==> config.mk <==
export PLATFORM = sky130hd
export DESIGN_NAME = operand_fetch
export DESIGN_NICKNAME = d
export VERILOG_FILES = /design/src/rtl/risc16_pkg.sv /design/src/rtl/reg_scoreboard.sv /design/src/rtl/operand_fetch.sv
export SDC_FILE = /design/constraint.sdc
export NUM_CORES = 1
export LEC_CHECK = 0
export CORE_MARGIN = 8
export CORE_UTILIZATION = 30
export DETAILED_ROUTE_END_ITERATION = 7
export GPL_ROUTABILITY_DRIVEN = 0
export HOLD_SLACK_MARGIN = 0.15
export PLACE_DENSITY = 0.6
export SETUP_SLACK_MARGIN = 0.02
export SLEW_MARGIN = 20
export SYNTH_ARGS = -nofsm -noshare
export SYNTH_HDL_FRONTEND = slang
export SYNTH_SLANG_ARGS = --single-unit
export TNS_END_PERCENT = 5
==> constraint.sdc <==
create_clock -name CLK -period 3.5 [get_ports CLK]
set_input_delay 0.7 -clock CLK [delete_from_list [all_inputs] [get_ports CLK]]
set_output_delay 0.7 -clock CLK [all_outputs]
set_load 0.05 [all_outputs]
==> src/rtl/risc16_pkg.sv <==
// Shared widths and inter-stage bundles for the 16-bit RISC core.
// Imported by the operand fetch stage and its scoreboard.
package risc16_pkg;

    localparam int DATA_W   = 16;
    localparam int ADDR_W   = 3;
    localparam int NUM_REGS = 8;
    localparam int OP_W     = 4;

    typedef struct packed {
        logic [OP_W-1:0]   op;
        logic [ADDR_W-1:0] rs1;
        logic [ADDR_W-1:0] rs2;
        logic [ADDR_W-1:0] rd;
        logic              rd_en;
        logic              use_imm;
        logic [DATA_W-1:0] imm;
    } dec_instr_t;

    typedef struct packed {
        logic [OP_W-1:0]   op;
        logic [DATA_W-1:0] a;
        logic [DATA_W-1:0] b;
        logic [ADDR_W-1:0] rd;
        logic              rd_en;
    } of_ex_t;

endpackage

==> src/rtl/reg_scoreboard.sv <==
// Per-register busy bits for writes in flight, with combinational lookups.
// A set on the same address as a clear in the same cycle leaves the bit set.
module reg_scoreboard
    import risc16_pkg::*;
(
    input  logic              clk,
    input  logic              rst_n,
    input  logic              set_en,
    input  logic [ADDR_W-1:0] set_addr,
    input  logic              clr_en,
    input  logic [ADDR_W-1:0] clr_addr,
    input  logic              fclr_en,
    input  logic [ADDR_W-1:0] fclr_addr,
    input  logic [ADDR_W-1:0] rs1,
    input  logic [ADDR_W-1:0] rs2,
    input  logic [ADDR_W-1:0] rd,
    output logic              busy_rs1,
    output logic              busy_rs2,
    output logic              busy_rd
);

    logic [NUM_REGS-1:0] busy;
    logic [NUM_REGS-1:0] busy_nxt;

    always_comb begin
        busy_nxt = busy;
        if (fclr_en)
            busy_nxt[fclr_addr] = 1'b0;
        if (clr_en)
            busy_nxt[clr_addr] = 1'b0;
        if (set_en)
            busy_nxt[set_addr] = 1'b1;
    end

    always_ff @(posedge clk or negedge rst_n) begin
        if (!rst_n)
            busy <= '0;
        else
            busy <= busy_nxt;
    end

    assign busy_rs1 = busy[rs1];
    assign busy_rs2 = busy[rs2];
    assign busy_rd  = busy[rd];

endmodule

==> src/rtl/operand_fetch.sv <==
// Decode-to-execute operand fetch stage with scoreboard hazard stalls.
// Define OPFETCH_FWD_EN to forward same-cycle writebacks into the operands.
module operand_fetch
    import risc16_pkg::*;
(
    input  logic              CLK,
    input  logic              RST_N,
    input  logic              IN_VALID,
    output logic              IN_READY,
    input  logic [OP_W-1:0]   IN_OP,
    input  logic [ADDR_W-1:0] IN_RS1,
    input  logic [ADDR_W-1:0] IN_RS2,
    input  logic [ADDR_W-1:0] IN_RD,
    input  logic              IN_RD_EN,
    input  logic              IN_USE_IMM,
    input  logic [DATA_W-1:0] IN_IMM,
    output logic [ADDR_W-1:0] RADDR1,
    output logic [ADDR_W-1:0] RADDR2,
    input  logic [DATA_W-1:0] RA_DATA,
    input  logic [DATA_W-1:0] RB_DATA,
    input  logic              WB_WE,
    input  logic [ADDR_W-1:0] WB_ADDR,
    input  logic [DATA_W-1:0] WB_DATA,
    input  logic              FLUSH,
    output logic              OUT_VALID,
    input  logic              OUT_READY,
    output logic [OP_W-1:0]   OUT_OP,
    output logic [DATA_W-1:0] OUT_A,
    output logic [DATA_W-1:0] OUT_B,
    output logic [ADDR_W-1:0] OUT_RD,
    output logic              OUT_RD_EN
);

`ifdef OPFETCH_FWD_EN
    localparam bit FWD_EN = 1'b1;
`else
    localparam bit FWD_EN = 1'b0;
`endif

    dec_instr_t in_i;
    of_ex_t     out_q;
    logic       out_valid_q;

    logic busy_rs1, busy_rs2, busy_rd;
    logic wb_hit1, wb_hit2, wb_hit_rd;
    logic src1_ok, src2_ok, waw;
    logic hazard, accept;
    logic [DATA_W-1:0] a_val, b_val;

    assign in_i.op      = IN_OP;
    assign in_i.rs1     = IN_RS1;
    assign in_i.rs2     = IN_RS2;
    assign in_i.rd      = IN_RD;
    assign in_i.rd_en   = IN_RD_EN;
    assign in_i.use_imm = IN_USE_IMM;
    assign in_i.imm     = IN_IMM;

    assign RADDR1 = in_i.rs1;
    assign RADDR2 = in_i.rs2;

    reg_scoreboard u_sb (
        .clk       (CLK),
        .rst_n     (RST_N),
        .set_en    (accept && in_i.rd_en),
        .set_addr  (in_i.rd),
        .clr_en    (WB_WE),
        .clr_addr  (WB_ADDR),
        .fclr_en   (FLUSH && out_valid_q && out_q.rd_en),
        .fclr_addr (out_q.rd),
        .rs1       (in_i.rs1),
        .rs2       (in_i.rs2),
        .rd        (in_i.rd),
        .busy_rs1  (busy_rs1),
        .busy_rs2  (busy_rs2),
        .busy_rd   (busy_rd)
    );

    assign wb_hit1   = WB_WE && (WB_ADDR == in_i.rs1);
    assign wb_hit2   = WB_WE && (WB_ADDR == in_i.rs2);
    assign wb_hit_rd = WB_WE && (WB_ADDR == in_i.rd);

    // Without forwarding a same-cycle write is not yet readable: wait a cycle.
    assign src1_ok = FWD_EN ? (!busy_rs1 || wb_hit1)
                            : (!busy_rs1 && !wb_hit1);
    assign src2_ok = FWD_EN ? (!busy_rs2 || wb_hit2)
                            : (!busy_rs2 && !wb_hit2);
    assign waw     = in_i.rd_en && busy_rd && !wb_hit_rd;

    assign hazard = !src1_ok
                 || (!in_i.use_imm && !src2_ok)
                 || waw;

    assign IN_READY = (!out_valid_q || OUT_READY) && !hazard && !FLUSH;
    assign accept   = IN_VALID && IN_READY;

    assign a_val = (FWD_EN && wb_hit1) ? WB_DATA : RA_DATA;
    assign b_val = in_i.use_imm        ? in_i.imm
                 : (FWD_EN && wb_hit2) ? WB_DATA
                 :                       RB_DATA;

    always_ff @(posedge CLK or negedge RST_N) begin
        if (!RST_N) begin
            out_valid_q <= 1'b0;
            out_q       <= '0;
        end else if (accept) begin
            out_valid_q <= 1'b1;
            out_q.op    <= in_i.op;
            out_q.a     <= a_val;
            out_q.b     <= b_val;
            out_q.rd    <= in_i.rd;
            out_q.rd_en <= in_i.rd_en;
        end else if (FLUSH || OUT_READY) begin
            out_valid_q <= 1'b0;
        end
    end

    assign OUT_VALID = out_valid_q;
    assign OUT_OP    = out_q.op;
    assign OUT_A     = out_q.a;
    assign OUT_B     = out_q.b;
    assign OUT_RD    = out_q.rd;
    assign OUT_RD_EN = out_q.rd_en;

endmodule

# Word-level counts from Yosys, hierarchy flattened
# Index checks and enable logic that the tools add are counted.
# op_classes
magnitude_cmp,8
n_mux,18
n_bitwise,5
n_reduce_logical,33
n_eq_ne,3
# op_table
cell,n
$mux W8,3
$lt A3 B4 Y1 const B,5
$logic_and A1 B1 Y1,17
$and A8 B8 Y8,2
$mux W16,1
$not A8 Y8,2
$logic_not A1 Y1,11
$bmux W1 S3,3
$demux W1 S3,3
$eq A3 B3 Y1,3
$ge A3 B1 Y1 const B,3
$mux W1,8
$or A8 B8 Y8,1
$logic_or A1 B1 Y1,4
$reduce_bool A2 Y1,1
# word_totals
reg_bits,49
elab_cells,74
input_bits,88
out_inout_bits,48

# Logic depth before layout (Yosys ltp)
# Gate-level depths: netlist of the first run.
# logic_depth
depth_word,14
ltp_mapped,8
ltp_nobuf,5

# By module
# A second synthesis of the first run with hierarchy kept.
# hier_totals
cells_unflattened,180
hier_area_um2,2572.5
# modules_own_cells
mod,area_each_um2,seq_area_each_um2,cells_each,n_inst
operand_fetch,1935.6,1026.0,133,1
reg_scoreboard,636.9,200.2,47,1

# Worst setup path after synthesis of the first run
# Ideal clock, no wire load.
# synth_timing
kind,input to output
from,in IN_RD[0]
to,out IN_READY
cell_stages,6
arrival_ns,2.015
slack_ns,0.785
path_cell_list,clkbuf_1 > mux2i_1 > o32ai_1 > o311ai_1 > nand3_1 > inv_1
# synth_via
elab_chain_len,8
elab_cells_between_ends,11
# synth_rtl
element,line,source
start: declaration,operand_fetch.sv:13,"input logic [ADDR_W-1:0] IN_RD,"
$bmux W1 S3 / $eq A3 B3 Y1 (equally long branches),"reg_scoreboard.sv:44, operand_fetch.sv:80",
$mux W1 (implied by the code) / $logic_and A1 B1 Y1 (equally long branches),"reg_scoreboard.sv:44, operand_fetch.sv:80",
$logic_and A1 B1 Y1 / $logic_not A1 Y1 (equally long branches),operand_fetch.sv:87,assign waw = in_i.rd_en && busy_rd && !wb_hit_rd;
$logic_and A1 B1 Y1 *,operand_fetch.sv:87,
$logic_or A1 B1 Y1 *,operand_fetch.sv:91,|| waw;
$logic_not A1 Y1 *,operand_fetch.sv:93,assign IN_READY = (!out_valid_q || OUT_READY) && !hazard && !FLUSH;
$logic_and A1 B1 Y1 * (2 in a row),operand_fetch.sv:93,
end: declaration,operand_fetch.sv:9,"output logic IN_READY,"
# Mark *: on every way between the ends. The rest lies on a longest branch, timed or not. The select of a mux whose other input is x is not followed.

# Worst setup path after layout of the first run
# layout_timing
from,in IN_RD[1]
to,out IN_READY
# Same word-level chain as after synthesis.

==> run metrics, run 1 <==
vias in the first global route=2249; Fmax=304 MHz; pin count of the biggest net entering global routing=36; count leader, synth=dfrtp_1; I/O Buffers=119; ys flop type=dfrtp_1; root buf cell=clkbuf_8; Post-Synthesis Cells=206; chip width=111 um; Placeable Area=8760 um^2; Final Skew=0.00344 ns; Yosys reg bits=49; max cap viols=0; yosys warns=0; setup violators final=0; syn_nets=294; Cell variety after synth=36; crit path max fanout=10; first-pass GRT wire length=11800 um; post-synthesis sequential area ratio=45.1%; pins over their slew limit=0; synthesized area per cell=13.2 um^2; Yosys top cell by area=dfrtp_1; CP endpoint kind=primary output; startpoint types=input port; pwr/cell area=729 nW/um^2; slew margin rel.=48.2%; peak supply drop=0.360 mV; CTS Sinks=49; clock buffer depth=2; critical path required time=2.80 ns; Die Span Y=111 um; antenna violations before repair=0; number of top-level pins=136; Final period util=93.9%; Setup TNS Final=0 ns; Worst Path Arrival=2.59 ns; Area Overhead vs Synth=49.6%; post-CTS setup buffer count=0; post-CTS sizing=0; RSZ-0062 raised after global routing=no; HPWL Detailed=5650 um; Crit Path Class=input port to primary output; gr usage total=11.6%; drt total wl=7200 um; antenna-violating nets left=0; First-pass DRT Iterations=4; Hold/Removal Path Class=input port to asynchronous set/reset pin; final core occ=46.4%; EDFF count, synth=0; Critical Path, Cell by Cell=clkdlybuf4s50_1 > mux2i_1 > o32ai_1 > o311ai_1 > nand3_1 > inv_1 > buf_12; Initial DRC Count=39; CTS clk-pin slew, worst paths=0.09 ns; Final nets=410; Post-synth top cells=dfrtp_1 (49), mux2_2 (33), mux2_4 (23); FP Rows=34; status=completed; layout cells sized above 1=24.1%; Initial Utilization=31.0%; leakage power=1.64 nW; clk_lat worst skew=0.29 ns; Die Footprint=12400 um^2; synthesized cell area=2720 um^2; GRT overflow=0; slowest stage cell, crit path=clkdlybuf4s50_1; routed via count=2027; n_diodes=0; cts hold-fix bufs=0; average wire per standard cell=16.7 um; Synth top area share=45.1%; CTS buffer count=5; Slew @ Worst Pin=0.776 ns; ranking of synthesized cells by area=dfrtp_1 (45%), mux2_2 (14%), mux2_4 (13%), xnor2_1 (2.9%), buf_12 (2.2%); # DRC=0; Final Hold Vio Count=0; Final min period=3.29 ns; post-DR vias/cell=4.70; FFs w/ async S/R, synth=100%; CTS tree=done; slowest stage delay, CP=0.69 ns; H-tree Lvls=2
-- power breakdown --
part | internal, mW | total, mW | switching (mW)
combinational | 0.699 | 1.68 | 0.985
clock | 0.179 | 0.361 | 0.182
sequential | 0.776 | 0.915 | 0.139
total | 1.65 | 2.96 | 1.31
-- area by class of cell --
cell class                      instances  area (um^2)
Timing Repair Buffer                  127         1270
Inverter                                4         15.0
Clock inverter                          1         5.00
Clock buffer                            7         96.3
Sequential cell                        49         1230
Multi-Input combinational cell        135         1320
Fill cell                             846         4700
Tap cell                              108          135
-- path summary, 6_finish.rpt --
path / startpoint / endpoint / slack [ns] / cells past startpoint
worst max-delay path: IN_RD[1] / IN_READY / 0.21 / 7
worst min-delay path: RST_N / OUT_A[15] / 0.47 / 1
worst max register to register: u_sb.busy[3] / OUT_B[4] / 1.26 / 6
worst min register to register: OUT_B[3] / OUT_B[3] / 0.51 / 1
max in group asynchronous: RST_N / OUT_B[14] / 2.33 / 2
min in group CLK: OUT_B[3] / OUT_B[3] / 0.51 / 1
-- through the flow --
stage	total power, mW	worst slack (ns)	hold WS, ns	cell area [um^2]	instances
after floorplan	2.03	0.785	0.404	2720	206
after global placement	2.62	0.254	0.490	3960	423
after detailed placement	2.63	0.220	0.494	3960	423
after CTS	3.01	0.212	0.504	4060	431
after global routing	3.11	0.0311	0.530	4060	431
final	2.96	0.214	0.474	4060	431
-- sequential cells by signal, indices dropped and copies added (netlist names) --
name / cells
OUT_A: 16
OUT_B: 16
u_sb.busy: 8
OUT_RD: 3
OUT_VALID: 1
OUT_OP: 4
OUT_RD_EN: 1
-- metal layers --
layer,vias to the layer above,wire [um],track usage (%)
met1,960,3380,15.2
met4,0,67,3.02
met3,6,561,4.33
met5,-,0,0
met2,84,3190,17.3
li1,977,-,-
-- critical path, delay by kind of cell --
kind	cells	cell delay (ns)
compound gates	2	0.52
buf+inv	3	0.95
mux	1	0.25
simple gates	1	0.17
-- cell usage in the layout, fill, tap and decap left out, drive strengths merged, types with 2 or more instances in the layout --
master / Yosys / layout
mux4: 4 / 4
inv: 4 / 4
nand4: 4 / 4
a21oi: 2 / 2
buf: 15 / 10
nand2b: 6 / 6
nor2: 9 / 9
nand2: 7 / 7
mux2: 56 / 56
mux2i: 4 / 4
o31ai: 4 / 4
nand3: 3 / 3
nor3: 3 / 3
dfrtp: 49 / 49
clkbuf: 3 / 7
clkdlybuf4s50: 0 / 117
o21ai: 5 / 5
xnor2: 9 / 9
o2bb2ai: 6 / 6
-- kinds of logic after synthesis --
kind of cell              synth area share, %
muxes                                    31.5
DFF                                      45.1
and+or+nand+nor                          7.92
AOI/OAI and AO/OA                        6.17
buffers and inverters                    6.40
xor gates and xnor gates                 2.90
Power figures use the tool's default switching activity.
==> run 2, diff against run 1 <==
CORE_UTILIZATION = 40   (was 30)
PLACE_DENSITY = 0.77   (was 0.6)
SLEW_MARGIN = 10   (was 20)
==> run 2 against run 1 <==
Net effect:
- non-clock buffer count decreased by 3
- global-route usage rose by 4.1 points
- register-to-register slack got worse by 0.02 ns
- clock power decreased by 16%
- critical path depth stayed put
- sequential power grew 0.7%
- core utilization is 13 points higher
- worst hold slack better by 0.038 ns
- critical endpoint unchanged
- largest cell class unchanged
==> run metrics, run 2 (same netlist as run 1, synthesis figures left out) <==
H-tree Lvls=2; I/O Buffers=119; Final nets=407; setup violators final=0; layout cells sized above 1=23.0%; status=completed; r2r startpoint=u_sb.busy[3]; leakage power=1.61 nW; CTS tree=done; slowest stage delay, CP=0.69 ns; Setup TNS Final=0 ns; chip width=98.4 um; most frequent cells in the layout=clkdlybuf4s50_1 (117), dfrtp_1 (49), mux2_2 (33), mux2_4 (23); max cap viols=0; Slew @ Worst Pin=1.06 ns; drt total wl=7460 um; Top Family by Delay on Critical Path=buffers and inverters; average wire per standard cell=18.7 um; peak supply drop=0.492 mV; number of top-level pins=136; GRT overflow=0; Die Span Y=98.4 um; Area Overhead vs Synth=46.4%; # DRC=0; slew margin rel.=29.5%; vias in the first global route=2361; critical path required time=2.80 ns; CTS buffer count=5; CTS clk-pin slew, worst paths=0.08 ns; CP endpoint kind=primary output; FP Rows=30; Sw Share=45.0%; n_diodes=0; Initial Utilization=40.7%; slowest stage cell, crit path=clkdlybuf4s50_1; pwr/cell area=733 nW/um^2; HPWL Detailed=5870 um; routed via count=2058; crit path max fanout=9; smallest hold slack=0.512 ns; Final min period=3.37 ns; Placeable Area=6680 um^2; Comb power frac=58.0%; Crit. Startpoint=IN_RD[1]; cts hold-fix bufs=0; Critical path buffers and inverters=3; First-pass DRT Iterations=4; sequential power share=31.6%; critical path endpoint=IN_READY; Fmax=296 MHz; Worst Path Arrival=2.67 ns; Psw=1.31 mW; pins over their slew limit=0; R2R setup slack=1.24 ns; post-CTS sizing=0; Cell Int Power=1.60 mW; Initial DRC Count=69; Hold/Removal Path Class=flop to flop; clk_lat worst skew=0.29 ns; clock buffer depth=2; antenna violations before repair=0; root buf cell=clkbuf_8; startpoint types=input port; stages on the worst setup path=7; gr usage total=15.6%; Reg-to-Reg End=OUT_OP[0]; Final Skew=0.00568 ns; antenna-violating nets left=0; Critical Path, Cell by Cell=clkdlybuf4s50_1 > mux2i_1 > o32ai_1 > o311ai_1 > nand3_1 > inv_1 > buf_12; post-CTS setup buffer count=0; Final Hold Vio Count=0; post-DR vias/cell=5.17; Crit Path Class=input port to primary output; pin count of the biggest net entering global routing=50; CTS Sinks=49; Die Footprint=9680 um^2; first-pass GRT wire length=12200 um; Final period util=96.4%; most common cell after layout, fill and taps aside=clkdlybuf4s50_1; RSZ-0062 raised after global routing=no; clock network power share=10.4%; FF-to-FF path depth=6
==> run 2: metrics by stage <==
stage	util (%)	cell area, um^2	instances	setup WS, ns	power (mW)
2_1_floorplan	-	2720	206	0.785	2.03
3_3_place_gp	58.4	3900	392	0.208	2.61
3_5_place_dp	58.4	3900	392	0.152	2.63
4_1_cts	59.5	3980	398	0.145	2.95
5_1_grt	59.5	3980	398	0.0561	3.06
6_report	59.5	3980	398	0.126	2.92
==> run 2: layer usage <==
metal / vias up / part of all wire [%] / global-route usage [%]
li1: 962 / - / -
met1: 1003 / 44 / 18.9
met2: 86 / 46 / 25.2
met3: 7 / 9.1 / 6.47
met4: 0 / 0.91 / 3.54
met5: - / 0 / 0
==> run 2: how the worst min path moves through the flow <==
| stage | from | end | slack, ns | depth (start not counted) |
|---|---|---|---|---|
| after floorplan | RST_N | OUT_A[0] | 0.40 | 0 |
| after global placement | OUT_B[1] | OUT_B[1] | 0.49 | 1 |
| after detailed placement | OUT_A[4] | OUT_A[4] | 0.49 | 1 |
| after CTS | OUT_A[2] | OUT_A[2] | 0.52 | 1 |
| after global routing | OUT_A[2] | OUT_A[2] | 0.53 | 1 |
| final | OUT_OP[1] | OUT_OP[1] | 0.51 | 1 |
==> run 2: cell type report <==
type	instances	area (um^2)
Clock inverter	1	5.00
Tap cell	80	100
Fill cell	594	2700
Multi-Input combinational cell	135	1320
Sequential cell	49	1230
Clock buffer	5	68.8
Inverter	4	15.0
Timing Repair Buffer	124	1250
==> run 2: power by group through the flow <==
stage               clock network, mW  logic, mW  registers [mW]
floorplan                           0      0.432            1.60
global placement                    0       1.69           0.915
detailed placement                  0       1.71           0.922
CTS                             0.314       1.71           0.922
global route                    0.337       1.77           0.953
finish                          0.304       1.69           0.921
==> run 3, diff against run 2 <==
CORE_UTILIZATION = 35   (was 40)
PLACE_DENSITY = 0.68   (was 0.77)
TNS_END_PERCENT = 20   (was 5)
==> run 3 against run 2 <==
Net effect:
- wire length down 2.5%
- worst hold slack worse by 0.096 ns
- count of clock-buffer cells in the layout up 3
- register-to-register slack better by 0.05 ns
- critical path depth unchanged
- worst setup slack better by 0.11 ns
- non-clock buffer count unchanged
==> run metrics, run 3 (same netlist as run 1, synthesis figures left out) <==
status=completed; pwr/cell area=728 nW/um^2; critical path required time=2.80 ns; Fmax=306 MHz; clk_lat worst skew=0.29 ns; leakage power=1.61 nW; stages on the worst setup path=7; CTS Sinks=49; drt total wl=7270 um; post-DR vias/cell=4.86; setup violators final=0; Crit Path Class=input port to primary output; first-pass GRT wire length=11900 um; antenna violations before repair=0; # fillers=673; Final nets=407; R2R setup slack=1.29 ns; gr usage total=13.1%; Area Overhead vs Synth=47.8%; cts hold-fix bufs=0; Cell Area, Placed=3930 um^2; max cap viols=0; Initial DRC Count=83; vias in the first global route=2223; RSZ-0062 raised after global routing=no; H-tree Lvls=2; post-CTS setup buffer count=0; slew margin rel.=58.6%; Die Span Y=104 um; pins over their slew limit=0; startpoint types=input port; Slew @ Worst Pin=0.620 ns; slowest stage cell, crit path=clkdlybuf4s50_1; Final period util=93.2%; FP Rows=32; post-CTS sizing=0; most frequent cells in the layout=clkdlybuf4s50_1 (117), dfrtp_1 (49), mux2_2 (33), mux2_4 (23); Hold/Removal Path Class=input port to asynchronous set/reset pin; First-pass DRT Iterations=4; fin cells=422; CTS buffer count=5; Worst Path Arrival=2.56 ns; crit path max fanout=9; # DRC=0; Placed Cells=414; most common cell after layout, fill and taps aside=clkdlybuf4s50_1; clock buffer depth=2; CTS tree=done; Critical path buffers and inverters=3; Initial Utilization=35.7%; Final Hold Vio Count=0; peak supply drop=0.390 mV; finished layout cell area=4010 um^2; pin count of the biggest net entering global routing=50; GRT overflow=0; Top Family by Delay on Critical Path=buffers and inverters; routed via count=2049; CP endpoint kind=primary output; root buf cell=clkbuf_8; HPWL Detailed=5570 um; Setup TNS Final=0 ns; Critical Path, Cell by Cell=clkdlybuf4s50_1 > mux2i_1 > o32ai_1 > o311ai_1 > nand3_1 > inv_1 > buf_12; chip width=104 um; Final min period=3.26 ns; Die Footprint=10800 um^2; slowest stage delay, CP=0.69 ns; CTS clk-pin slew, worst paths=0.09 ns; FF-to-FF path depth=6; antenna-violating nets left=0; average wire per standard cell=17.2 um; I/O Buffers=119; n_diodes=0; Placeable Area=7610 um^2; number of top-level pins=136; layout cells sized above 1=22.5%; Final Skew=0.00672 ns
run 3: worst reg2reg max path: cells and delay by family (launching register included):
family,cells,cell delay (ns)
AO/OA/AOI/OAI,1,0.15
AND/OR/NAND/NOR,1,0.26
multiplexers,3,1.02
flip-flops,1,0.42
buffers and inverters,1,0.25
run 3: where the power goes:
part           leakage, nW  internal (mW)  switching (mW)
clock               0.0395          0.142           0.175
combinational        0.987          0.696           0.990
sequential           0.588          0.776           0.141
run 3: area by class of cell:
class                           count  area, um^2  share of cell area, %
Timing Repair Buffer              124        1250                   31.1
Inverter                            4        15.0                  0.374
Multi-Input combinational cell    135        1320                   32.8
Tap cell                          102         128                   3.18
Clock buffer                        8        80.1                   2.00
Sequential cell                    49        1230                   30.5
run 3: path summary, 6_finish.rpt:
path / start / end
max: IN_RD[1] / IN_READY
min in group CLK: OUT_B[3] / OUT_B[3]
max reg2reg: u_sb.busy[2] / OUT_B[6]
min reg2reg: OUT_B[3] / OUT_B[3]
max in group asynchronous: RST_N / u_sb.busy[6]
min: RST_N / OUT_OP[1]
run 3: metal layers:
layer | global-route usage, % | part of all wire [%] | vias up
met1 | 16.5 | 45 | 980
li1 | - | - | 967
met3 | 4.58 | 7.8 | 6
met2 | 20.6 | 46 | 96
met5 | 0 | 0 | -
met4 | 3.72 | 1.1 | 0
run 3: per-stage QoR:
step | power (mW) | setup slack [ns] | hold slack, ns | utilization [%]
after global placement | 2.61 | 0.202 | 0.490 | 51.7
after detailed placement | 2.62 | 0.247 | 0.495 | 51.7
after global routing | 3.06 | 0.163 | 0.482 | 52.8
after CTS | 2.96 | 0.238 | 0.515 | 52.7
after floorplan | 2.03 | 0.785 | 0.404 | -
final | 2.92 | 0.237 | 0.416 | 52.8
